==> config.mk <==
export PLATFORM = sky130hd
export DESIGN_NAME = booth_action_encoder
export DESIGN_NICKNAME = d
export VERILOG_FILES = /design/src/rtl/booth_action_encoder.sv
export SDC_FILE = /design/constraint.sdc
export NUM_CORES = 1
export LEC_CHECK = 0
export ABC_AREA = 1
export CAP_MARGIN = 20
export CORE_MARGIN = 4
export CORE_UTILIZATION = 45
export CTS_BUF_LIST = sky130_fd_sc_hd__clkbuf_8
export CTS_CLUSTER_DIAMETER = 60
export DETAILED_ROUTE_END_ITERATION = 10
export GPL_ROUTABILITY_DRIVEN = 0
export GPL_TIMING_DRIVEN = 0
export HOLD_SLACK_MARGIN = 0.05
export PLACE_DENSITY = 0.71
export SLEW_MARGIN = 0
export SYNTH_ARGS = -nofsm -noshare
export SYNTH_HDL_FRONTEND = slang
export SYNTH_SLANG_ARGS = --single-unit
export TNS_END_PERCENT = 10
==> constraint.sdc <==
create_clock -name clk -period 3.4 [get_ports clk]
set_clock_uncertainty 0.2 [all_clocks]
set_input_delay 0.51 -clock clk [delete_from_list [all_inputs] [get_ports clk]]
set_output_delay 0.51 -clock clk [all_outputs]
set_load 0.05 [all_outputs]
==> src/rtl/booth_action_encoder.sv <==
// Radix-4 Booth recoder: scans one multiplier operand two bits per group.
// Emits one action code per group over a valid/ready stream.
module booth_action_encoder #(
  parameter int WIDTH = 8,
  parameter int IDX_W = 3
) (
  input  logic             clk,
  input  logic             rst_n,
  input  logic             in_valid,
  output logic             in_ready,
  input  logic [WIDTH-1:0] multiplier,
  input  logic             is_signed,
  output logic             out_valid,
  input  logic             out_ready,
  output logic [2:0]       action,
  output logic [IDX_W-1:0] group_idx,
  output logic             last,
  output logic             busy
);

  localparam int HALF = WIDTH / 2;
  localparam logic [IDX_W-1:0] LAST_S = IDX_W'(HALF - 1);
  localparam logic [IDX_W-1:0] LAST_U = IDX_W'(HALF);

  typedef enum logic {
    IDLE,
    EMIT
  } state_t;

  state_t           state;
  logic [WIDTH:0]   sr;
  logic [WIDTH:0]   sr_nxt;
  logic             sgn;
  logic             fill;
  logic [IDX_W-1:0] idx_last;
  logic [IDX_W-1:0] idx_nxt;

  function automatic logic [2:0] recode(
    input logic [2:0] t
  );
    logic [2:0] a;
    unique case (t)
      3'b000:  a = 3'd0;
      3'b001:  a = 3'd1;
      3'b010:  a = 3'd1;
      3'b011:  a = 3'd2;
      3'b100:  a = 3'd4;
      3'b101:  a = 3'd3;
      3'b110:  a = 3'd3;
      default: a = 3'd0;
    endcase
    return a;
  endfunction

  // Next shift-register contents: sign- or zero-extend by one group.
  always_comb begin
    fill    = sgn & sr[WIDTH];
    sr_nxt  = {fill, fill, sr[WIDTH:2]};
    idx_nxt = group_idx + 1'b1;
  end

  // Current action decoded from the low triplet; zero outside EMIT.
  always_comb begin
    action = 3'd0;
    if (state == EMIT) begin
      action = recode(sr[2:0]);
    end
  end

  // Control FSM with registered handshake and group outputs.
  always_ff @(posedge clk) begin
    if (!rst_n) begin
      state     <= IDLE;
      sr        <= '0;
      sgn       <= 1'b0;
      idx_last  <= '0;
      group_idx <= '0;
      last      <= 1'b0;
      out_valid <= 1'b0;
      in_ready  <= 1'b1;
      busy      <= 1'b0;
    end else begin
      unique case (state)
        IDLE: begin
          if (in_valid) begin
            sr        <= {multiplier, 1'b0};
            sgn       <= is_signed;
            idx_last  <= is_signed ? LAST_S : LAST_U;
            group_idx <= '0;
            last      <= 1'b0;
            out_valid <= 1'b1;
            in_ready  <= 1'b0;
            busy      <= 1'b1;
            state     <= EMIT;
          end
        end
        EMIT: begin
          if (out_ready) begin
            if (last) begin
              group_idx <= '0;
              last      <= 1'b0;
              out_valid <= 1'b0;
              in_ready  <= 1'b1;
              busy      <= 1'b0;
              state     <= IDLE;
            end else begin
              sr        <= sr_nxt;
              group_idx <= idx_nxt;
              last      <= (idx_nxt == idx_last);
            end
          end
        end
        default: state <= IDLE;
      endcase
    end
  end

endmodule
**Word-level counts from Yosys, hierarchy flattened**

Cells that the tools add are included.

- Bits in registers: 20
- Output and inout bits: 10
- Input port bits: 13

- Add/sub/neg operators: 1
- Reductions and logical operators: 6
- Eq/ne operators: 11
- Bitwise gates (word level): 2
- Multiplexer cells: 26

Operators by type and width:

| operator | count |
|---|---|
| $mux W9 | 3 |
| $pmux W9 S2 | 1 |
| $mux W3 | 5 |
| $pmux W3 S4 | 1 |
| $mux W1 | 11 |
| $eq A3 B3 Y1 const B | 3 |
| $ne A2 B2 Y1 const B | 4 |
| $pmux W1 S2 | 4 |
| $eq A3 B2 Y1 const B | 2 |
| $pmux W3 S2 | 1 |
| $reduce_and A3 Y1 | 2 |
| $reduce_and A2 Y1 | 2 |
| $reduce_or A2 Y1 | 2 |
| $add A3 B1 Y3 const B | 1 |
| $eq A3 B1 Y1 const B | 1 |
| $eq A3 B3 Y1 | 1 |
| $and A1 B1 Y1 | 1 |
| $not A1 Y1 | 1 |

**Depth between registers and ports, before layout**

- Depth after elaboration: 5
- Gate-level depth with buffers: 8

**Worst setup path after synthesis**

No wires, ideal clock.

- Path kind: reg-to-output
- Start point: reg state
- End point: out action[1]
- Data required time: 2.690 ns
- Arrival time: 1.336 ns
- Path buffers: 1
- Cell stages (with the launch flop): 4
- Setup slack: 1.354 ns
- Cell sequence: dfxtp_1 -> buf_4 -> o21ai_0 -> a21oi_1

- Longest elaborated chain between the ends: 1

Ends and longest elaborated chain:

| element | line | RTL |
|---|---|---|
| start, declared | 30 | `state_t state;` |
| start signal, assigned | 73 | `state <= IDLE;` |
| start signal, assigned | 94 | `state <= EMIT;` |
| start signal, assigned | 105 | `state <= IDLE;` |
| $mux W3 | 65 | `if (state == EMIT) begin` |
| end, declared | 15 | `output logic [2:0] action,` |

Every way passes these cells.

**Worst setup path in the final report**

Ends and elaborated chain as after synthesis.

==> results.rst <==
.. list-table::
   :header-rows: 1

   * - Metric
     - Value
   * - Largest voltage drop on the vdd net
     - approximately 0.29 mV
   * - Clock Root Buffer
     - sky130_fd_sc_hd__clkbuf_8
   * - Average routed wire per standard cell
     - approximately 11 µm
   * - Type of element capturing the critical path
     - primary output
   * - Number of stages on the worst hold path
     - 2
   * - Hold violation total from the final report
     - 0
   * - Setup_tns
     - 0 ps
   * - Antenna fix cells
     - 0
   * - Initial core utilization
     - 48.8%
   * - CTS H-tree depth
     - 1
   * - Transition time at the pin with the least slew margin
     - about 500 ps
   * - Flop-to-flop setup slack
     - around 2000 ps
   * - Start point of the critical path
     - state
   * - Maximum Capacitance Violations
     - 0
   * - Count of final setup violators
     - 0
   * - Outcome
     - completed
   * - Leak Pwr
     - 0.530 nW
   * - Drt initial violations
     - 18
   * - Commonest non-fill, non-tap cells in the layout
     - sky130_fd_sc_hd__nand2_1 (41), sky130_fd_sc_hd__nor2_1 (26), sky130_fd_sc_hd__clkdlybuf4s50_1 (22), sky130_fd_sc_hd__dfxtp_1 (18), sky130_fd_sc_hd__inv_1 (12)
   * - Hold-fix buffer count after cts
     - 0
   * - Capture point of the worst reg-to-reg path
     - last
   * - Post-synthesis sequential element count
     - 18
   * - Endpoint required time on the critical path
     - 2690 ps
   * - Avg Synthesized Cell Area
     - roughly 6.5 µm²
   * - Congestion Overflow GR
     - 0
   * - Rows
     - 15
   * - RSZ-0062 raised after global routing
     - false
   * - Final Hold Slack
     - approximately 290 ps
   * - Clock tree from TritonCTS
     - yes
   * - Cells on worst reg2reg path
     - 8
   * - Max frequency
     - just under 400 MHz
   * - Synthesized instance count
     - roughly 130
   * - Total setup buffers inserted after CTS
     - 0
   * - Pin count of the biggest net entering global routing
     - 11
   * - CTS Buf Count
     - 3
   * - Most common cell after layout, fill and taps aside
     - sky130_fd_sc_hd__nand2_1
   * - Final standard cell count with taps included and fillers excluded
     - approximately 180
   * - Drc violations
     - 0
   * - Worst-path maximum fanout
     - 10
   * - Initial antenna violation count
     - 0
   * - 1st-pass router iterations
     - 4
   * - Final critical path time including I/O delays and setup
     - between 2000 and 3000 ps
   * - Area growth syn-to-layout
     - 33.7%
   * - Library cells used by synthesis
     - 18
   * - Start-to-end type of the worst setup path
     - flip-flop to primary output
   * - Remaining antenna violation count after routing
     - 0
   * - Post-Route WL
     - just under 2000 µm
   * - Count of synthesis-stage warnings from yosys
     - 0
   * - Reg-to-reg critical path startpoint
     - group_idx[0]
   * - Fraction of the cycle the final worst path needs
     - 76.5%
   * - Die height
     - approximately 52 µm
   * - Floorplan die area
     - about 2700 µm²
   * - Max-slew headroom
     - 66.7%
   * - Clock sink total
     - 18
   * - Ports
     - 23
   * - Chip Width
     - 52.0 µm
   * - Post-Syn Nets
     - roughly 150
   * - Wire length of the first global-routing pass
     - roughly 3400 µm
   * - Final Net Count
     - 175
   * - Core outline area
     - roughly 1800 µm²
   * - Clock transition at path regs
     - 60 ps
   * - Inst Count DP
     - between 150 and 200
   * - Startpoint of the most critical hold path
     - group_idx[1]
   * - Cts repair resizes
     - 0
   * - Crit path DAT
     - approximately 1900 ps
   * - Total via count after detailed routing
     - about 900
   * - Cell area after technology mapping
     - roughly 870 µm²
   * - Overall global routing resource usage
     - roughly 16%
   * - Sequential area share after synthesis
     - between 40% and 50%
   * - Via-to-Cell Ratio
     - 4.88
   * - Clock Latency Late Sink
     - 250 ps
   * - Layout cell share with drive strength beyond 1
     - between 6 and 7%
   * - Maximum buffer depth of the clock tree
     - 2
   * - Number of global-route vias before repair
     - 834
   * - Worst Hold Path EP
     - group_idx[1]
   * - Buffers added on ports
     - 22
   * - Cell Pwr Density
     - 432 nW/µm²
   * - Final number of max-transition violations
     - 0
   * - Crit start category
     - flip-flop
   * - Post-detailed-placement half-perimeter wirelength
     - 1480 µm
   * - Class of the tightest hold or removal check
     - flip-flop to flip-flop
## report_power, final
part | total (mW) | switching [mW] | leakage (nW) | internal, mW
sequential | 0.240 | 0.0117 | 0.149 | 0.228
clock | 0.145 | 0.0665 | 0.0216 | 0.0786
combinational | 0.117 | 0.0694 | 0.360 | 0.0473
## worst max-delay path: stages, from the launching register on
cell	delay, ps
sky130_fd_sc_hd__dfxtp_1	370
sky130_fd_sc_hd__buf_4	190
sky130_fd_sc_hd__o21ai_0	110
sky130_fd_sc_hd__a21oi_1	140
sky130_fd_sc_hd__clkdlybuf4s50_1	820
## metrics by stage
stage	utilization, %	setup WS (ps)	area, µm²	power [mW]
after floorplan	-	1350	870	0.320
after global placement	62.9	1150	1120	0.359
after detailed placement	62.9	1080	1120	0.361
after CTS	65.2	786	1160	0.508
after global routing	65.2	671	1160	0.527
final	65.2	800	1160	0.502
## state kept, by name (all words and copies together), names as in the netlist
register	count
last	1
state	1
in_ready	1
group_idx	3
idx_last	2
sr	9
busy	1
## worst max path at each step
stage                 to  slack (ps)  cells past startpoint
3_3_place_gp   action[1]        1150                      4
6_report       action[1]         800                      4
5_1_grt        action[1]         670                      4
4_1_cts        action[1]         790                      4
2_1_floorplan  action[1]        1350                      3
3_5_place_dp   action[1]        1080                      4
## synth_stat cells, drive strengths merged
cell type / count / area share (%)
a21oi: 7 / 4.0
buf: 4 / 3.2
clkbuf: 1 / 0.43
dfxtp: 18 / 41
ha: 1 / 1.4
inv: 12 / 5.2
nand2: 42 / 18
nand3: 5 / 2.9
nand3b: 1 / 0.86
nor2: 26 / 11
o211ai: 1 / 0.86
o21a: 1 / 0.86
o21ai: 14 / 8.5
or2: 1 / 0.72
## cell families (layout without fill, tap and decap cells)
kind of cell / after synthesis / in the layout / synth area share (%)
AND/OR/NAND/NOR: 75 / 75 / 34.1
buffers and inverters: 17 / 42 / 8.78
flip-flops: 18 / 18 / 41.4
AO/OA/AOI/OAI: 23 / 23 / 14.2
adder cells (fa/ha/maj): 1 / 1 / 1.44
## cell type report
| type | instances | area, µm² |
|---|---|---|
| fill | 172 | 621 |
| multi-input combinational | 99 | 433 |
| sequential | 18 | 360 |
| timing repair buffer | 22 | 220 |
| inverter | 12 | 45.0 |
| clock buffer | 3 | 41.3 |
| buffer | 5 | 31.3 |
| tap | 25 | 31.3 |
## layer usage
| metal | share of wire (%) | global-route usage (%) | vias to the layer above |
|---|---|---|---|
| li1 | - | - | 470 |
| met1 | 48 | 19.8 | 403 |
| met2 | 46 | 27.2 | 19 |
| met3 | 3.8 | 2.01 | 5 |
| met4 | 1.8 | 8.73 | 0 |
| met5 | 0 | 0 | - |
Note: power is estimated with default switching activity, not from simulation.
